===== config.mk =====
export PLATFORM = sky130hd
export DESIGN_NAME = mem_access
export DESIGN_NICKNAME = d
export VERILOG_FILES = /design/src/rtl/mem_pkg.sv /design/src/rtl/mem_align.sv /design/src/rtl/mem_access.sv
export SDC_FILE = /design/constraint.sdc
export NUM_CORES = 1
export LEC_CHECK = 0
export BUFFER_PORTS_ARGS = -buffer_cell sky130_fd_sc_hd__buf_2
export CAP_MARGIN = 15
export CORE_UTILIZATION = 54
export CTS_CLUSTER_DIAMETER = 60
export DETAILED_ROUTE_END_ITERATION = 10
export GPL_ROUTABILITY_DRIVEN = 0
export PLACE_DENSITY = 0.86
export SYNTH_ARGS = -nofsm -noshare
export SYNTH_HDL_FRONTEND = slang
export SYNTH_SLANG_ARGS = --single-unit
export TNS_END_PERCENT = 100

===== constraint.sdc =====
create_clock -name CLK -period 3.48 [get_ports CLK]
set_input_delay 0.696 -clock CLK [delete_from_list [all_inputs] [get_ports CLK]]
set_output_delay 0.696 -clock CLK [all_outputs]
set_load 0.02 [all_outputs]

===== src/rtl/mem_pkg.sv =====
// Shared encodings and helpers for the MEM-stage data-memory access unit.
package mem_pkg;

    localparam logic [1:0] ST_NONE = 2'b00;
    localparam logic [1:0] ST_B    = 2'b01;
    localparam logic [1:0] ST_H    = 2'b10;
    localparam logic [1:0] ST_W    = 2'b11;

    localparam logic [2:0] LD_NONE = 3'b000;
    localparam logic [2:0] LD_B    = 3'b001;
    localparam logic [2:0] LD_H    = 3'b010;
    localparam logic [2:0] LD_W    = 3'b011;
    localparam logic [2:0] LD_BU   = 3'b100;
    localparam logic [2:0] LD_HU   = 3'b101;

    localparam logic [1:0] SZ_B = 2'd0;
    localparam logic [1:0] SZ_H = 2'd1;
    localparam logic [1:0] SZ_W = 2'd2;

    typedef enum logic [1:0] {IDLE, REQ, DONE} state_t;

    // A nonzero store code takes precedence over any load code.
    function automatic logic [1:0] access_size(input logic [1:0] st, input logic [2:0] ld);
        logic [1:0] sz;
        sz = SZ_W;
        case (st)
            ST_B: sz = SZ_B;
            ST_H: sz = SZ_H;
            ST_W: sz = SZ_W;
            default: begin
                case (ld)
                    LD_B, LD_BU: sz = SZ_B;
                    LD_H, LD_HU: sz = SZ_H;
                    default:     sz = SZ_W;
                endcase
            end
        endcase
        return sz;
    endfunction

    function automatic logic is_aligned(input logic [1:0] sz, input logic [1:0] addrLo);
        logic ok;
        case (sz)
            SZ_B:    ok = 1'b1;
            SZ_H:    ok = ~addrLo[0];
            default: ok = (addrLo == 2'b00);
        endcase
        return ok;
    endfunction

endpackage


===== src/rtl/mem_align.sv =====
// Store lane replication / byte enables and load lane selection / extension.
module mem_align
    import mem_pkg::*;
(
    input  logic [1:0]  stCode,
    input  logic [1:0]  stAddr,
    input  logic [31:0] stData,
    input  logic [2:0]  ldCode,
    input  logic [1:0]  ldAddr,
    input  logic [31:0] rdata,
    output logic [31:0] wdata,
    output logic [3:0]  be,
    output logic [31:0] ldData
);

    logic [31:0] repByte;
    logic [31:0] repHalf;
    logic [7:0]  selByte;
    logic [15:0] selHalf;

    genvar gi;
    generate
        for (gi = 0; gi < 4; gi++) begin : g_rep_byte
            assign repByte[gi*8 +: 8] = stData[7:0];
        end
        for (gi = 0; gi < 2; gi++) begin : g_rep_half
            assign repHalf[gi*16 +: 16] = stData[15:0];
        end
    endgenerate

    always_comb begin
        wdata = '0;
        be    = '0;
        case (stCode)
            ST_B: begin
                wdata = repByte;
                be    = 4'b0001 << stAddr;
            end
            ST_H: begin
                wdata = repHalf;
                be    = stAddr[1] ? 4'b1100 : 4'b0011;
            end
            ST_W: begin
                wdata = stData;
                be    = 4'b1111;
            end
            default: ;
        endcase
    end

    // Halfword loads are always aligned here, so addr[1] alone picks the lane.
    always_comb begin
        selByte = rdata[7:0];
        case (ldAddr)
            2'd1:    selByte = rdata[15:8];
            2'd2:    selByte = rdata[23:16];
            2'd3:    selByte = rdata[31:24];
            default: selByte = rdata[7:0];
        endcase
        selHalf = ldAddr[1] ? rdata[31:16] : rdata[15:0];
        case (ldCode)
            LD_B:    ldData = {{24{selByte[7]}}, selByte};
            LD_BU:   ldData = {24'd0, selByte};
            LD_H:    ldData = {{16{selHalf[15]}}, selHalf};
            LD_HU:   ldData = {16'd0, selHalf};
            LD_W:    ldData = rdata;
            default: ldData = '0;
        endcase
    end

endmodule


===== src/rtl/mem_access.sv =====
// MEM-stage data-memory access unit: valid/ready bus master with pipeline stall,
// misalignment drop and request timeout.
module mem_access
    import mem_pkg::*;
#(
    parameter int ADDR_W  = 13,
    parameter int TIMEOUT = 15
)(
    input  logic              CLK,
    input  logic              RST_N,
    input  logic [31:0]       addrM,
    input  logic [31:0]       store_dataM,
    input  logic [1:0]        mem_storeM,
    input  logic [2:0]        mem_loadM,
    output logic              dmem_req,
    output logic              dmem_we,
    output logic [ADDR_W-3:0] dmem_addr,
    output logic [3:0]        dmem_be,
    output logic [31:0]       dmem_wdata,
    input  logic [31:0]       dmem_rdata,
    input  logic              dmem_ready,
    output logic              stall,
    output logic [31:0]       load_data,
    output logic              load_valid,
    output logic              misalign,
    output logic              bus_err
);

    localparam int CNT_W = $clog2(TIMEOUT + 1);

    state_t           state;
    logic [CNT_W-1:0] waitCnt;
    logic [2:0]       ldCode;
    logic [1:0]       ldAddr;

    logic        isStore;
    logic        isLoad;
    logic        access;
    logic        aligned;
    logic [31:0] alignWdata;
    logic [3:0]  alignBe;
    logic [31:0] alignLoad;
    logic        unusedAddr;

    assign unusedAddr = ^addrM[31:ADDR_W];

    assign isStore = (mem_storeM != ST_NONE);
    assign isLoad  = (mem_loadM != LD_NONE) && (mem_loadM <= LD_HU);
    assign access  = isStore || isLoad;
    assign aligned = is_aligned(access_size(mem_storeM, mem_loadM), addrM[1:0]);

    // Freeze the pipeline in the very cycle an aligned access shows up.
    assign stall = RST_N && (((state == IDLE) && access && aligned) || (state == REQ));

    mem_align u_align (
        .stCode (mem_storeM),
        .stAddr (addrM[1:0]),
        .stData (store_dataM),
        .ldCode (ldCode),
        .ldAddr (ldAddr),
        .rdata  (dmem_rdata),
        .wdata  (alignWdata),
        .be     (alignBe),
        .ldData (alignLoad)
    );

    always_ff @(posedge CLK or negedge RST_N) begin
        if (!RST_N) begin
            state      <= IDLE;
            waitCnt    <= '0;
            ldCode     <= LD_NONE;
            ldAddr     <= '0;
            dmem_req   <= 1'b0;
            dmem_we    <= 1'b0;
            dmem_addr  <= '0;
            dmem_be    <= '0;
            dmem_wdata <= '0;
            load_data  <= '0;
            load_valid <= 1'b0;
            misalign   <= 1'b0;
            bus_err    <= 1'b0;
        end else begin
            load_valid <= 1'b0;
            misalign   <= 1'b0;
            bus_err    <= 1'b0;
            case (state)
                IDLE: begin
                    if (access && !aligned) begin
                        misalign <= 1'b1;
                        state    <= DONE;
                    end else if (access) begin
                        dmem_req   <= 1'b1;
                        dmem_we    <= isStore;
                        dmem_addr  <= addrM[ADDR_W-1:2];
                        dmem_be    <= isStore ? alignBe : 4'b1111;
                        dmem_wdata <= alignWdata;
                        ldCode     <= isStore ? LD_NONE : mem_loadM;
                        ldAddr     <= addrM[1:0];
                        waitCnt    <= '0;
                        state      <= REQ;
                    end
                end
                REQ: begin
                    // A ready arriving in the last allowed cycle still completes.
                    if (dmem_ready) begin
                        dmem_req <= 1'b0;
                        waitCnt  <= '0;
                        state    <= DONE;
                        if (ldCode != LD_NONE) begin
                            load_data  <= alignLoad;
                            load_valid <= 1'b1;
                        end
                    end else if (waitCnt == CNT_W'(TIMEOUT - 1)) begin
                        dmem_req <= 1'b0;
                        bus_err  <= 1'b1;
                        waitCnt  <= '0;
                        state    <= DONE;
                    end else begin
                        waitCnt <= waitCnt + CNT_W'(1);
                    end
                end
                DONE:    state <= IDLE;
                default: state <= IDLE;
            endcase
        end
    end

endmodule


Word level (Yosys, flattened, before mapping)
Cells that the tools add are included.
{"block": "word_totals", "reg_bits": 95, "out_inout_bits": 85, "input_bits": 104, "wordCells": 96}
{"block": "op_classes", "magnitude_cmp": 1, "shifts": 1, "reduce_logical": 22, "addsub": 1, "n_eq_ne": 22, "n_mux": 34, "n_bitwise": 2}
{"cell": "case mux 32 bit (5 select lines)", "count": 1}
{"cell": "case mux 32 bit (3 select lines)", "count": 1}
{"cell": "2-to-1 mux 4 bit", "count": 6}
{"cell": "case mux 8 bit (3 select lines)", "count": 1}
{"cell": "2-to-1 mux 16 bit", "count": 1}
{"cell": "equality test 3 bit, second input constant", "count": 4}
{"cell": "2-to-1 mux 1 bit", "count": 12}
{"cell": "case mux 4 bit (3 select lines)", "count": 1}
{"cell": "equality test 3 x 2 -> 1 bit, second input constant", "count": 3}
{"cell": "AND reduction 3 bit", "count": 3}
{"cell": "equality test 2 x 1 -> 1 bit, second input constant", "count": 4}
{"cell": "equality test 2 bit, second input constant", "count": 4}
{"cell": "2-to-1 mux 2 bit", "count": 4}
{"cell": "case mux 2 bit (2 select lines)", "count": 2}
{"cell": "case mux 4 bit (2 select lines)", "count": 1}
{"cell": "equality test 3 x 1 -> 1 bit, second input constant", "count": 2}
{"cell": "logical NOT 2 bit", "count": 3}
{"cell": "!= test 3 x 2 -> 1 bit, second input constant", "count": 2}
{"cell": "case mux 2 bit (3 select lines)", "count": 1}
{"cell": "nonzero test 3 bit", "count": 2}
{"cell": "logical AND 1 bit", "count": 5}
{"cell": "adder 4 x 1 -> 4 bit, second input constant", "count": 1}
{"cell": "equality test 4 bit, second input constant", "count": 1}
{"cell": "!= test 2 bit, second input constant", "count": 2}
{"cell": "11 further kinds", "count": 16}

Longest topological paths before layout
Gate-level depths: netlist of the first run.
{"block": "depth", "ltp_word": 10, "depth_mapped": 8}

Cells and area by module
Synthesis of the first run repeated with hierarchy kept, for this count alone.
{"block": "hier_totals", "cells_unflattened": 499, "area_unflattened_um2": 5290.1}
{"module": "mem_access", "area_per_inst_um2": 3936.3, "n_inst": 1, "cells_each": 319, "seq_area_each_um2": 2377.3}
{"module": "mem_align", "area_per_inst_um2": 1353.8, "n_inst": 1, "cells_each": 180, "seq_area_each_um2": 0.0}

Least setup slack after synthesis of the first run
Ideal clock, no wire load.
{"block": "synth_path", "kind": "input port to output port", "from": "in mem_storeM[0]", "to": "out stall", "cell_stages": 6, "required_time_ps": 2784, "arrival_ps": 1914, "slack_ps": 870, "n_path_buf": 1, "path_cell_list": "nor2b_1 > buf_2 > or3_4 > o211a_1 > o21bai_1 > nor2_1"}
{"block": "synth_between", "elab_chain_cells": 7, "elab_cells_between_ends": 13}
{"item": "start, declared", "line": "mem_access.sv:13", "text": "input logic [1:0] mem_storeM,"}
{"item": "equality test 2 bit / equality test 2 x 1 -> 1 bit (equally long branches)", "line": "mem_pkg.sv:26", "text": "case (st)"}
{"item": "case mux 2 bit (3 select lines)", "line": "mem_pkg.sv:26"}
{"item": "equality test 2 x 1 -> 1 bit / logical NOT 2 bit (equally long branches)", "line": "mem_pkg.sv:43", "text": "case (sz)"}
{"item": "case mux 1 bit (2 select lines)", "line": "mem_pkg.sv:43"}
{"item": "logical AND 1 bit *", "line": "mem_access.sv:53", "text": "assign stall = RST_N && (((state == IDLE) && access && aligned) || (state == REQ));"}
{"item": "logical OR 1 bit *", "line": "mem_access.sv:53"}
{"item": "logical AND 1 bit *", "line": "mem_access.sv:53"}
{"item": "end, declared", "line": "mem_access.sv:22", "text": "output logic stall,"}
Every way passes the cells marked *; elsewhere a longest branch is shown, timed or not.

Worst setup path in the final report of the first run
Ends and elaborated chain as after synthesis.

==> summary.md, run 1 <==
The flow ran to the end, but the final reports show violations. The checks that failed: design-rule violations. The number of clock buffers added by TritonCTS is 9. Setup repair after global routing left no endpoint under its margin.

The count of final hold-check violations came out at 0. The placeable core region is 8848 sq um. Dividing the detail-routed wire length by the instance count gives 17.60 um. The total routing usage reported by global routing was 0.2644; the area fraction of the dominant cell type after synthesis was 0.4739.

First-pass detailed-route iteration total: 11. In this run the static leakage power is 3.073 nW. Once placement completed, the tool counted placed cells totaling 683. After global routing the overflow that remains totals 0. Clock-pin slew was measured on the worst setup and hold paths at 0.09 ns. The worst setup path is captured at an output port.

In this run the number of H-tree levels came out at 3. The cell area after synthesis is 5016 sq um. The startpoint identified for the worst register-to-register timing path is ldCode[0]. The internal portion of the total power is 3.151 mW. Depth of the most critical reg-to-reg path: 6.

Number of top-level design ports: 189. The count of endpoints failing setup in the final report came out at 0. Number of flip-flops and latches in the synthesized netlist: 95. During synthesis, Yosys emitted a total of 0 warnings. The period utilization is 0.9005. The count of nets left with antenna violations once routing finished came out at 0. At the end of the flow, the number of nets in the layout was 692.

Between clock sinks in the finished design, the worst skew comes to 0.01124 ns. 0 antenna diodes ended up in the layout. The share of async-settable or async-resettable flops after synthesis is 1.000, and the initial antenna violation count is 0.

The worst setup path is of the in -> out kind. The min-delay analysis places its worst path in the category in -> async. The logs give 0.4739 for the fraction of the yosys area taken by sequential cells and 1.18 ns for the internal reg-to-reg setup slack.

The net switching power of the design was 2.136 mW. Number of flops mapped to enable cells by yosys: 0. For this design, the sink count on the clock tree is 95. When the netlist entered floorplanning its net count stood at 533. In this run the mean area of a mapped cell was 11.75 sq um. Post-CTS repair changed the size of 0 cells. The worst vdd rail ir drop came out at 0.4492 mV. Entering global routing, the biggest net connects 69 pins.

At the pin with the least slew margin, the transition time is 0.9857 ns. The end of the worst register-to-register path was load_data[17]. The floorplan step defined a die boundary enclosing 9679 sq um. The wire length of the first global-routing pass was 20440 um. The DRC violations left came out at 7. The share of cells above drive strength 1 is 0.4542, and the insertion delay to the later sink of the worst-skew pair is 0.35 ns. In the synthesized netlist, the number of instances is 427.

The top achievable clock speed was 0.3191 GHz. For this design, the CTS-stage hold fixing added 0 buffers. The via count of the first global-routing pass was 4063. The startpoint type of the worst setup path was an input pin. Data arrives at the worst endpoint at 2.44 ns. The largest driver fanout on the critical path is 20, and the max-capacitance violation count is 0.

The routed design has 12280 um of wire. The relative max-transition margin is 0.3405, and the proportion of power drawn by flip-flops and latches is 0.370. The combinational power share is 0.482, and the number of port buffers is 169. The commonest register cell after synthesis was dfrtp_1.

The run gives 34 as the number of rows created at floorplan. The initial cell density of the core came out at 0.5669. In the routed layout, each cell is associated on average with a via count of 5.868. Total power consumption of the routed design: 5.287 mW. Of all cell types, the one taking the most synthesized area is dfrtp_1. Power density of the placed cells: 861.0 nW/um^2.

The top cell types in the final layout, fill and taps aside, are 168 x buf_2, 95 x dfrtp_1, 46 x a21oi_1, 44 x mux2_4, 33 x nand2_1. Required time reported for the critical path endpoint: 2.78 ns. Count of different cell masters after synthesis: 48.

Compared with the post-synthesis result, the final layout area differs by 22.42%. Yosys attributes the largest share of cell area to dfrtp_1 47%, mux2_4 13%, a21oi_1 4.6%. TritonCTS built the clock tree. The switching share of total power is 0.4039, and the total negative slack for setup checks is 0 ns. The run gives 2 as the maximum clock path buffer count.

The die span in y came out at 98.38 um. The final max-slew violation count is 0. The routed layout has 4096 vias. Summed over all nets, the half-perimeter wirelength after detailed placement is 9009 um. The run gives 0 as the number of setup buffers added after CTS. The library cell used most frequently in the layout, excluding fill and tap cells, is buf_2. The post-route non-filler standard cell count is 698, and the chip width is 98.38 um.

The root buffer cell chosen for the clock tree is clkbuf_8. The iteration-0 DRC count of the detailed router came out at 194. The relative contribution of the clock network to total power came out at 0.148. The minimum clock period came out at 3.134 ns.
==> how the worst max path moves through the flow <==
stage / from / end / slack, ns / cells past startpoint
CTS: mem_storeM[0] / stall / 0.35 / 7
floorplan: mem_storeM[0] / stall / 0.87 / 6
global placement: mem_storeM[0] / stall / 0.41 / 7
finish: mem_storeM[0] / stall / 0.35 / 7
detailed placement: mem_storeM[0] / stall / 0.36 / 7
global route: mem_storeM[0] / stall / 0.20 / 7
==> cells in the mapped netlist, types with 2 or more instances <==
library cell	instances
or3b_2	2
mux2i_1	9
nor3_1	6
inv_1	10
nand2_1	33
a21oi_1	46
a22o_1	25
a221o_1	11
o21ai_0	6
mux4_2	4
a21o_1	3
a22oi_1	6
nand4_1	2
mux2_2	17
o311ai_2	2
o2bb2ai_1	2
dfrtp_1	95
and3b_1	2
nor2b_1	15
nor2_1	17
nand3_1	2
nand3b_1	2
buf_2	6
nor3b_1	2
buf_6	6
mux2_1	5
clkbuf_1	17
mux2_4	44
a221oi_1	4
ha_1	2
nand2b_1	6
and3_1	2
==> registers in the layout (all words and copies together) (netlist names), 2 cells and up <==
signal and cells:
dmem_be 4, ldAddr 2, load_data 32, waitCnt 4, dmem_addr 11, ldCode 3, state 2, dmem_wdata 32
==> per-layer routing <==
layer,track usage,part of all wire,vias to the layer above
met5,0,0,-
met2,0.4301,0.49,198
met1,0.3557,0.41,2004
li1,-,-,1878
met4,0.08496,0.014,0
met3,0.05583,0.078,16
==> critical path, cell delays in order <==
cell and delay [ns]:
buf_2 0.37, nor2b_1 0.17, or3_4 0.41, o211a_1 0.24
o21bai_1 0.30, nor2_1 0.07, buf_2 0.17
==> kinds of logic (layout without fill, tap and decap cells) <==
group                      count (synthesis)  after routing  share of synthesized area
and+or+nand+nor                           93             93                    0.09304
adders and majority gates                  2              2                   0.004988
AOI/OAI and AO/OA                        115            115                     0.1656
buffers and inverters                     41            204                    0.04191
muxes                                     79             79                     0.2170
xor gates and xnor gates                   2              2                   0.003493
DFF                                       95             95                     0.4739
==> power groups by stage <==
stage | Combinational (mW) | Clock [mW] | Sequential [mW]
3_5_place_dp | 2.56 | 0 | 1.96
4_1_cts | 2.56 | 0.789 | 1.95
3_3_place_gp | 2.48 | 0 | 1.93
2_1_floorplan | 1.36 | 0 | 2.37
5_1_grt | 2.72 | 0.842 | 2.02
6_report | 2.55 | 0.782 | 1.96
==> per-stage QoR <==
step	area, sq um	utilization	worst slack, ns	hold slack (ns)
4_1_cts	6141	0.6940	0.3519	0.2612
3_3_place_gp	5931	0.6702	0.4051	0.4568
3_5_place_dp	5931	0.6702	0.3633	0.4661
6_report	6141	0.6940	0.3463	0.2547
2_1_floorplan	5016	-	0.8696	0.4004
5_1_grt	6141	0.6940	0.2038	0.2640
==> area by class of cell <==
| cell class | instances | area (sq um) |
|---|---|---|
| clock buffers | 9 | 123.9 |
| clock inverters | 6 | 86.33 |
| fillers | 663 | 2708 |
| inverters | 10 | 37.54 |
| multi-input cells | 291 | 2445 |
| flip-flops and latches | 95 | 2377 |
| well taps | 108 | 135.1 |
| repair buffers | 179 | 935.9 |
No activity file was read; power rests on OpenSTA's default activity.
==> run 2: changes to the inputs <==
--- a/config.mk
+++ b/config.mk
@@ -7,11 +7,12 @@
 export LEC_CHECK = 0
 export BUFFER_PORTS_ARGS = -buffer_cell sky130_fd_sc_hd__buf_2
 export CAP_MARGIN = 15
-export CORE_UTILIZATION = 54
+export CORE_UTILIZATION = 55
+export CTS_BUF_LIST = sky130_fd_sc_hd__clkbuf_4
 export CTS_CLUSTER_DIAMETER = 60
 export DETAILED_ROUTE_END_ITERATION = 10
 export GPL_ROUTABILITY_DRIVEN = 0
-export PLACE_DENSITY = 0.86
+export PLACE_DENSITY = 0.87
 export SYNTH_ARGS = -nofsm -noshare
 export SYNTH_HDL_FRONTEND = slang
 export SYNTH_SLANG_ARGS = --single-unit
==> run 2 against run 1 <==
Effect of this change: the run now ends clean; sequential share of layout area increased by 0.52 points; via count increased by 1.1%; sequential power about the same; global-route usage increased by 0.50 points; critical path type unchanged; highest routed layer unchanged; clock-buffer cell count increased by 1; clock power decreased by 22%; final area decreased by 1.3%; worst setup slack about the same; clock skew increased by 0.012 ns; critical path depth unchanged; final cell count decreased by 0.14%; non-clock buffer count decreased by 2.
==> summary.md, run 2 (synthesized netlist as in run 1, its figures left out) <==
The logs give 646 (-2.6%) for the number of filler cells placed in the layout and 2.44 ns (about the same) for the arrival time at the worst endpoint. The top cell types in the final layout, fill and taps aside, are 168 x buf_2, 95 x dfrtp_1, 46 x a21oi_1, 44 x mux2_4, 33 x nand2_1. The insertion delay to the later sink of the worst-skew pair came out at 0.44 ns (+0.09 ns). The logs give 56 (-19%) for the pin count of the biggest net entering global routing and 9506 sq um (-1.8%) for the overall die area. The TritonCTS sink count is 95 (unchanged). The period utilization came out at 0.9004 (about the same). The worst hold path belongs to the class in -> async. The die span in y came out at 97.50 um (-0.89%). For the total routing usage reported by global routing, the log shows 0.2694 (+0.004966).

Power density of the placed cells: 843.6 nW/um^2 (-2.0%). The number of setup buffers added after CTS was 0 (unchanged); the count of nets after finishing was 690 (-0.29%). For the count of antenna-violating nets left after detailed routing, the log shows 0 (unchanged). Multi-input combinational cell area: 2445 sq um (unchanged). Startpoint type of the worst setup path: an input pin.

The largest driver fanout on the critical path is 20 (unchanged), and the iteration-0 DRC count of the detailed router is 161 (-17%). The DRC violations left was 0 (-7); the number of rows created at floorplan was 34 (unchanged). The root buffer cell chosen for the clock tree is clkbuf_4.

The clock buffer count from CTS came out at 9 (unchanged). The clock transition at the registers of the reported paths works out to 0.16 ns (+0.07 ns). Minimum clock period: 3.134 ns (-0.0002010 ns). The via count of the first global-routing pass came out at 4142 (+1.9%). The run gives 4143 (+1.1%) as the vias after detailed routing. The number of placed instances with taps included is 681 (-0.29%), and the share of cells above drive strength 1 is 0.4533 (-0.0009266).

The initial antenna violation count came out at 0 (unchanged). Depth of the most critical reg-to-reg path: 6 (unchanged). The initial cell density of the core was 0.5724 (+0.005504); the final max-slew violation count was 0 (unchanged).

The growth of design area from synthesis to finish was 20.80%; the overall overflow remaining after global route was 0 (unchanged). The logs give 3 (unchanged) for the count of H-tree levels built during CTS and 0 (unchanged) for the number of hold-repair buffers added at the cts stage. The post-route non-filler standard cell count came out at 697 (-0.14%). The number of top-level design ports is 189 (unchanged). The logs give 2.78 ns (about the same) for the required time reported for the critical path endpoint and 0 (unchanged) for the count of final hold-check violations. The run gives 0 (unchanged) as the count of instances resized after the clock tree is built.

Setup repair after global routing left no endpoint under its margin. The run gives 12430 um (+1.2%) as the final wirelength. The relative max-transition margin came out at 0.3138 (-0.02666). The count of endpoints failing setup in the final report is 0 (unchanged).

The logs give 3.036 nW (-1.2%) for the reported leakage power and 0.5180 mV (+15%) for the worst vdd rail ir drop. Number of port buffers: 169 (unchanged). The run gives 0.3191 GHz (about the same) as the top achievable clock speed. STA classifies the critical path endpoint as an output port. In the final layout, the registers with the most flip-flops are dmem_wdata x32, load_data x32, dmem_addr x11. The library cell used most frequently in the layout, excluding fill and tap cells, is buf_2. The average via count per standard cell works out to 5.944 (+1.3%).

The run finished with clean final reports. The placeable core region is 8763 sq um (-0.96%), and the routed wirelength normalized by instance count is 17.84 um (+1.4%). Sum of net half-perimeters after detailed placement: 9018 um (about the same). TritonCTS built the clock tree.

The tools report the final clock skew as 0.02286 ns (+0.01162 ns). The category of the critical setup timing path is in -> out. For the final antenna diode count, the log shows 0 (unchanged).

The run gives 0 (unchanged) as the max-capacitance violation count. The tools report the maximum clock path buffer count as 2 (unchanged). First-pass detailed-route iteration total: 5 (-6). The slew at the pin closest to its max-slew limit works out to 1.026 ns (+0.03984 ns).

The chip width is 97.50 um (-0.89%), and the register area is 2377 sq um (unchanged). Wire length of the first global-routing pass: 20560 um (+0.58%). The tools report the total negative slack for setup checks as 0 ns (unchanged).
[run 2: cell types whose count changed in the layout (fill, tap and decap cells not counted)]
cell / delta
bufinv_16: -1
buf_4: -2
clkbuf_4: +10
inv_6: +2
clkbuf_8: -9
clkinv_2: -1
[run 2: per-layer routing]
layer | global-route usage | up-vias | share of wire
met1 | 0.3528 | 2038 | 0.42
met3 | 0.04892 | 26 | 0.075
li1 | - | 1872 | -
met4 | 0.09615 | 0 | 0.021
met5 | 0 | - | 0
met2 | 0.4492 | 207 | 0.48
[run 2: worst max-delay path, stage by stage]
cell	delay, ns
buf_2	0.38
nor2b_1	0.17
or3_4	0.41
o211a_1	0.24
o21bai_1	0.32
nor2_1	0.06
buf_2	0.16
[run 2: worst paths after layout]
path                               startpoint       endpoint  slack (ns)
worst max-delay path            mem_storeM[0]          stall        0.35
worst min-delay path                    RST_N   dmem_addr[0]        0.21
worst max register to register       state[0]  load_data[19]        1.11
worst min register to register       dmem_req       dmem_req        0.50
max in group asynchronous               RST_N  load_data[13]        2.17
min in group CLK                     addrM[4]   dmem_addr[2]        0.46
[run 2: cell type report]
type                    count  share of cell area
multi-input cells         291              0.4035
flip-flops and latches     95              0.3923
repair buffers            177              0.1520
well taps                 108             0.02230
clock buffers              10             0.01239
clock inverters             6             0.01136
inverters                  10            0.006195
[run 2: metrics by stage]
stage | hold slack (ns) | setup WS (ns) | cell area, sq um | util | power (mW)
2_1_floorplan | 0.4004 | 0.8696 | 5016 | - | 3.730
3_3_place_gp | 0.4629 | 0.3930 | 5916 | 0.6750 | 4.408
3_5_place_dp | 0.4687 | 0.3510 | 5916 | 0.6750 | 4.508
4_1_cts | 0.1998 | 0.3338 | 6060 | 0.6915 | 5.131
5_1_grt | 0.2184 | 0.2641 | 6060 | 0.6915 | 5.402
6_report | 0.2110 | 0.3465 | 6060 | 0.6915 | 5.112
[run 2: report_power, final]
| part | internal (mW) | leakage, nW | switching (mW) |
|---|---|---|---|
| sequential | 1.57 | 1.20 | 0.384 |
| combinational | 1.17 | 1.76 | 1.38 |
| clock | 0.233 | 0.0774 | 0.377 |
| total | 2.97 | 3.04 | 2.14 |
==> run 3: changes to the inputs <==
--- a/config.mk
+++ b/config.mk
@@ -13,6 +13,7 @@
 export DETAILED_ROUTE_END_ITERATION = 10
 export GPL_ROUTABILITY_DRIVEN = 0
 export PLACE_DENSITY = 0.87
+export REMOVE_ABC_BUFFERS = 1
 export SYNTH_ARGS = -nofsm -noshare
 export SYNTH_HDL_FRONTEND = slang
 export SYNTH_SLANG_ARGS = --single-unit
==> run 3 against run 2 <==
Effect of this change: final area up 0.45%; clock power up 3%; first-iteration DRC count up 3.1%; fmax up 7.9%; routed wire length down 2.6%; core utilization up 0.31 points; sequential cell count unchanged; final cell count up 0.72%; worst hold slack better by 0.13 ns; critical path depth unchanged; worst setup slack better by 0.23 ns; critical path type unchanged; critical endpoint unchanged; largest cell class unchanged; highest routed layer unchanged.
==> summary.md, run 3 (synthesized netlist as in run 1, its figures left out) <==
The flow ran to the end, and the final reports show no timing, DRC or antenna violations. The insertion delay to the later sink of the worst-skew pair is 0.45 ns (about the same). For the proportion of power drawn by flip-flops and latches, the log shows 0.380 (-0.003). The routed wirelength normalized by instance count was 17.25 um (-3.3%). The chip width is 97.50 um (unchanged). The final wirelength is 12110 um (-2.6%).

The worst vdd rail ir drop is 0.4440 mV (-14%). The number of rows created at floorplan was 34 (unchanged); the die span in y was 97.50 um (unchanged). The multi-input combinational cell area is 2445 sq um (unchanged), and the required time reported for the critical path endpoint is 2.78 ns (about the same). The overall overflow remaining after global route was 0 (unchanged). The switching share of total power was 0.4181 (about the same).

The top achievable clock speed is 0.3443 GHz (+7.9%), and the initial antenna violation count is 0 (unchanged). Count of instances resized after the clock tree is built: 0 (unchanged). The run gives 0 (unchanged) as the number of setup buffers added after CTS. The max-capacitance violation count is 0 (unchanged), and the first-pass detailed-route iteration total is 4 (-1). The slew at the pin closest to its max-slew limit is 1.041 ns (+0.01568 ns), and the vias after detailed routing is 4100 (-1.0%). The largest registers in the layout are dmem_wdata x32, load_data x32, dmem_addr x11. The worst setup path is of the in -> out kind. The via count of the first global-routing pass is 4129 (-0.31%).

Startpoint type of the worst setup path: an input pin. The depth of the most critical reg-to-reg path was 6 (unchanged). For the register area, the log shows 2377 sq um (unchanged).

The number of filler cells placed in the layout is 652 (+0.93%). Leaving out fill and tap cells, the most frequent cells in the layout are 168 x buf_2, 95 x dfrtp_1, 46 x a21oi_1, 44 x mux2_4, 33 x nand2_1. The final antenna diode count came out at 0 (unchanged). The tools report the placeable core region as 8763 sq um (unchanged). The power density of the placed cells was 837.8 nW/um^2 (-0.69%); the arrival time at the worst endpoint was 2.21 ns (-0.23 ns). The run gives 2.968 mW (-0.22%) as the internal power consumption. The total routing usage reported by global routing came out at 0.2651 (-0.004256). The clock transition at the registers of the reported paths is 0.16 ns (about the same). Setup repair after global routing left no endpoint under its margin. Clock tree synthesis selected as its root buffer the cell clkbuf_4. The tools report the count of endpoints failing setup in the final report as 0 (unchanged). The DRC violations left is 0 (unchanged). Class of the tightest hold or removal check: in -> async. Number of top-level design ports: 189 (unchanged).

Minimum clock period: 2.905 ns (-0.2287 ns). The worst hold-check slack was 0.3432 ns (+0.1322 ns); the wire length of the first global-routing pass was 20340 um (-1.0%). The run gives 0.497 (about the same) as the combinational power share. The logs give 49 (-13%) for the pin count of the biggest net entering global routing and 702 (+0.72%) for the post-route non-filler standard cell count. TritonCTS built the clock tree. In this run the critical register-to-register path is captured at load_data[5]. The relative max-transition margin was 0.3033 (-0.01049); the overall die area was 9506 sq um (unchanged). Final max-slew violation count: 0 (unchanged). The run gives 95 (unchanged) as the TritonCTS sink count. The period utilization works out to 0.8347 (-0.06573). The sum of net half-perimeters after detailed placement is 8839 um (-2.0%), and the largest driver fanout on the critical path is 7 (-65%).

The net switching power of the design was 2.132 mW (-0.27%); the number of port buffers was 169 (unchanged). The tools report the count of final hold-check violations as 0 (unchanged). STA classifies the critical path endpoint as an output port. The iteration-0 DRC count of the detailed router is 166 (+3.1%). The count of nets after finishing was 695 (+0.72%); the average via count per standard cell was 5.840 (-1.7%). Leaving out fill and tap cells, the most frequent cell in the layout is buf_2. Growth of design area from synthesis to finish: 21.35%. For the fraction of the core area covered by cells at the end of the flow, the log shows 0.6946 (+0.003141). The count of antenna-violating nets left after detailed routing was 0 (unchanged); the final clock skew was 0.02612 ns (+0.003261 ns). The startpoint identified for the worst register-to-register timing path is state[0]. For the number of hold-repair buffers added at the cts stage, the log shows 0 (unchanged). Initial cell density of the core: 0.5724 (unchanged). The run gives 0.123 (+0.004) as the relative contribution of the clock network to total power.

The maximum clock path buffer count is 2 (unchanged). Count of H-tree levels built during CTS: 3 (unchanged). The tools report the number of placed instances with taps included as 686 (+0.73%).

The share of cells above drive strength 1 came out at 0.4579 (+0.004602). The run gives 1.09 ns (-0.02 ns) as the internal reg-to-reg setup slack. The clock buffer count from CTS is 9 (unchanged), and the reported leakage power is 3.054 nW (+0.61%).
==> run 3: cell count changes in the layout (fill, tap and decap cells not counted) <==
| cell | before | now |
|---|---|---|
| clkinv_4 | 1 | 0 |
| buf_12 | 1 | 0 |
| clkinvlp_4 | 1 | 2 |
| inv_8 | 0 | 1 |
| clkbuf_4 | 10 | 9 |
| buf_4 | 8 | 14 |
==> run 3: worst max-delay path: stages <==
cell,delay (ns)
buf_2,0.15
nor2b_1,0.17
or3_4,0.38
o211a_1,0.24
o21bai_1,0.33
nor2_1,0.08
buf_2,0.17
==> run 3: layout make-up <==
class | count | share of cell area
flip-flops and latches | 95 | 0.3905
clock buffers | 9 | 0.01110
well taps | 108 | 0.02220
repair buffers | 182 | 0.1554
inverters | 10 | 0.006166
multi-input cells | 291 | 0.4016
clock inverters | 7 | 0.01295
==> run 3: how the worst max path moves through the flow <==
stage	endpoint	start	cells after the start
finish	stall	mem_storeM[1]	7
global placement	stall	mem_storeM[1]	7
CTS	stall	mem_storeM[1]	7
detailed placement	stall	mem_storeM[1]	7
global route	stall	mem_storeM[1]	7
floorplan	dmem_addr[0]	mem_storeM[0]	5
==> run 3: routing by layer <==
layer,up-vias,track usage,part of all wire
li1,1895,-,-
met5,-,0,0
met3,16,0.05324,0.083
met2,195,0.4357,0.49
met1,1994,0.3536,0.42
met4,0,0.08484,0.014
==> run 3: stage by stage <==
| step | total power, mW | area, sq um | TNS, ns | setup slack (ns) |
|---|---|---|---|---|
| 4_1_cts | 5.132 | 6087 | 0 | 0.5711 |
| 2_1_floorplan | 3.685 | 4843 | -57.10 | -1.090 |
| 5_1_grt | 5.409 | 6087 | 0 | 0.4802 |
| 3_3_place_gp | 4.411 | 5941 | 0 | 0.6194 |
| 6_report | 5.100 | 6087 | 0 | 0.5752 |
| 3_5_place_dp | 4.502 | 5941 | 0 | 0.5736 |
==> run 3: power by group through the flow <==
stage | Clock (mW) | Sequential, mW | Combinational (mW)
after floorplan | 0 | 2.43 | 1.25
after global placement | 0 | 1.93 | 2.48
after detailed placement | 0 | 1.95 | 2.55
after CTS | 0.642 | 1.94 | 2.55
after global routing | 0.688 | 2.01 | 2.71
final | 0.628 | 1.94 | 2.53
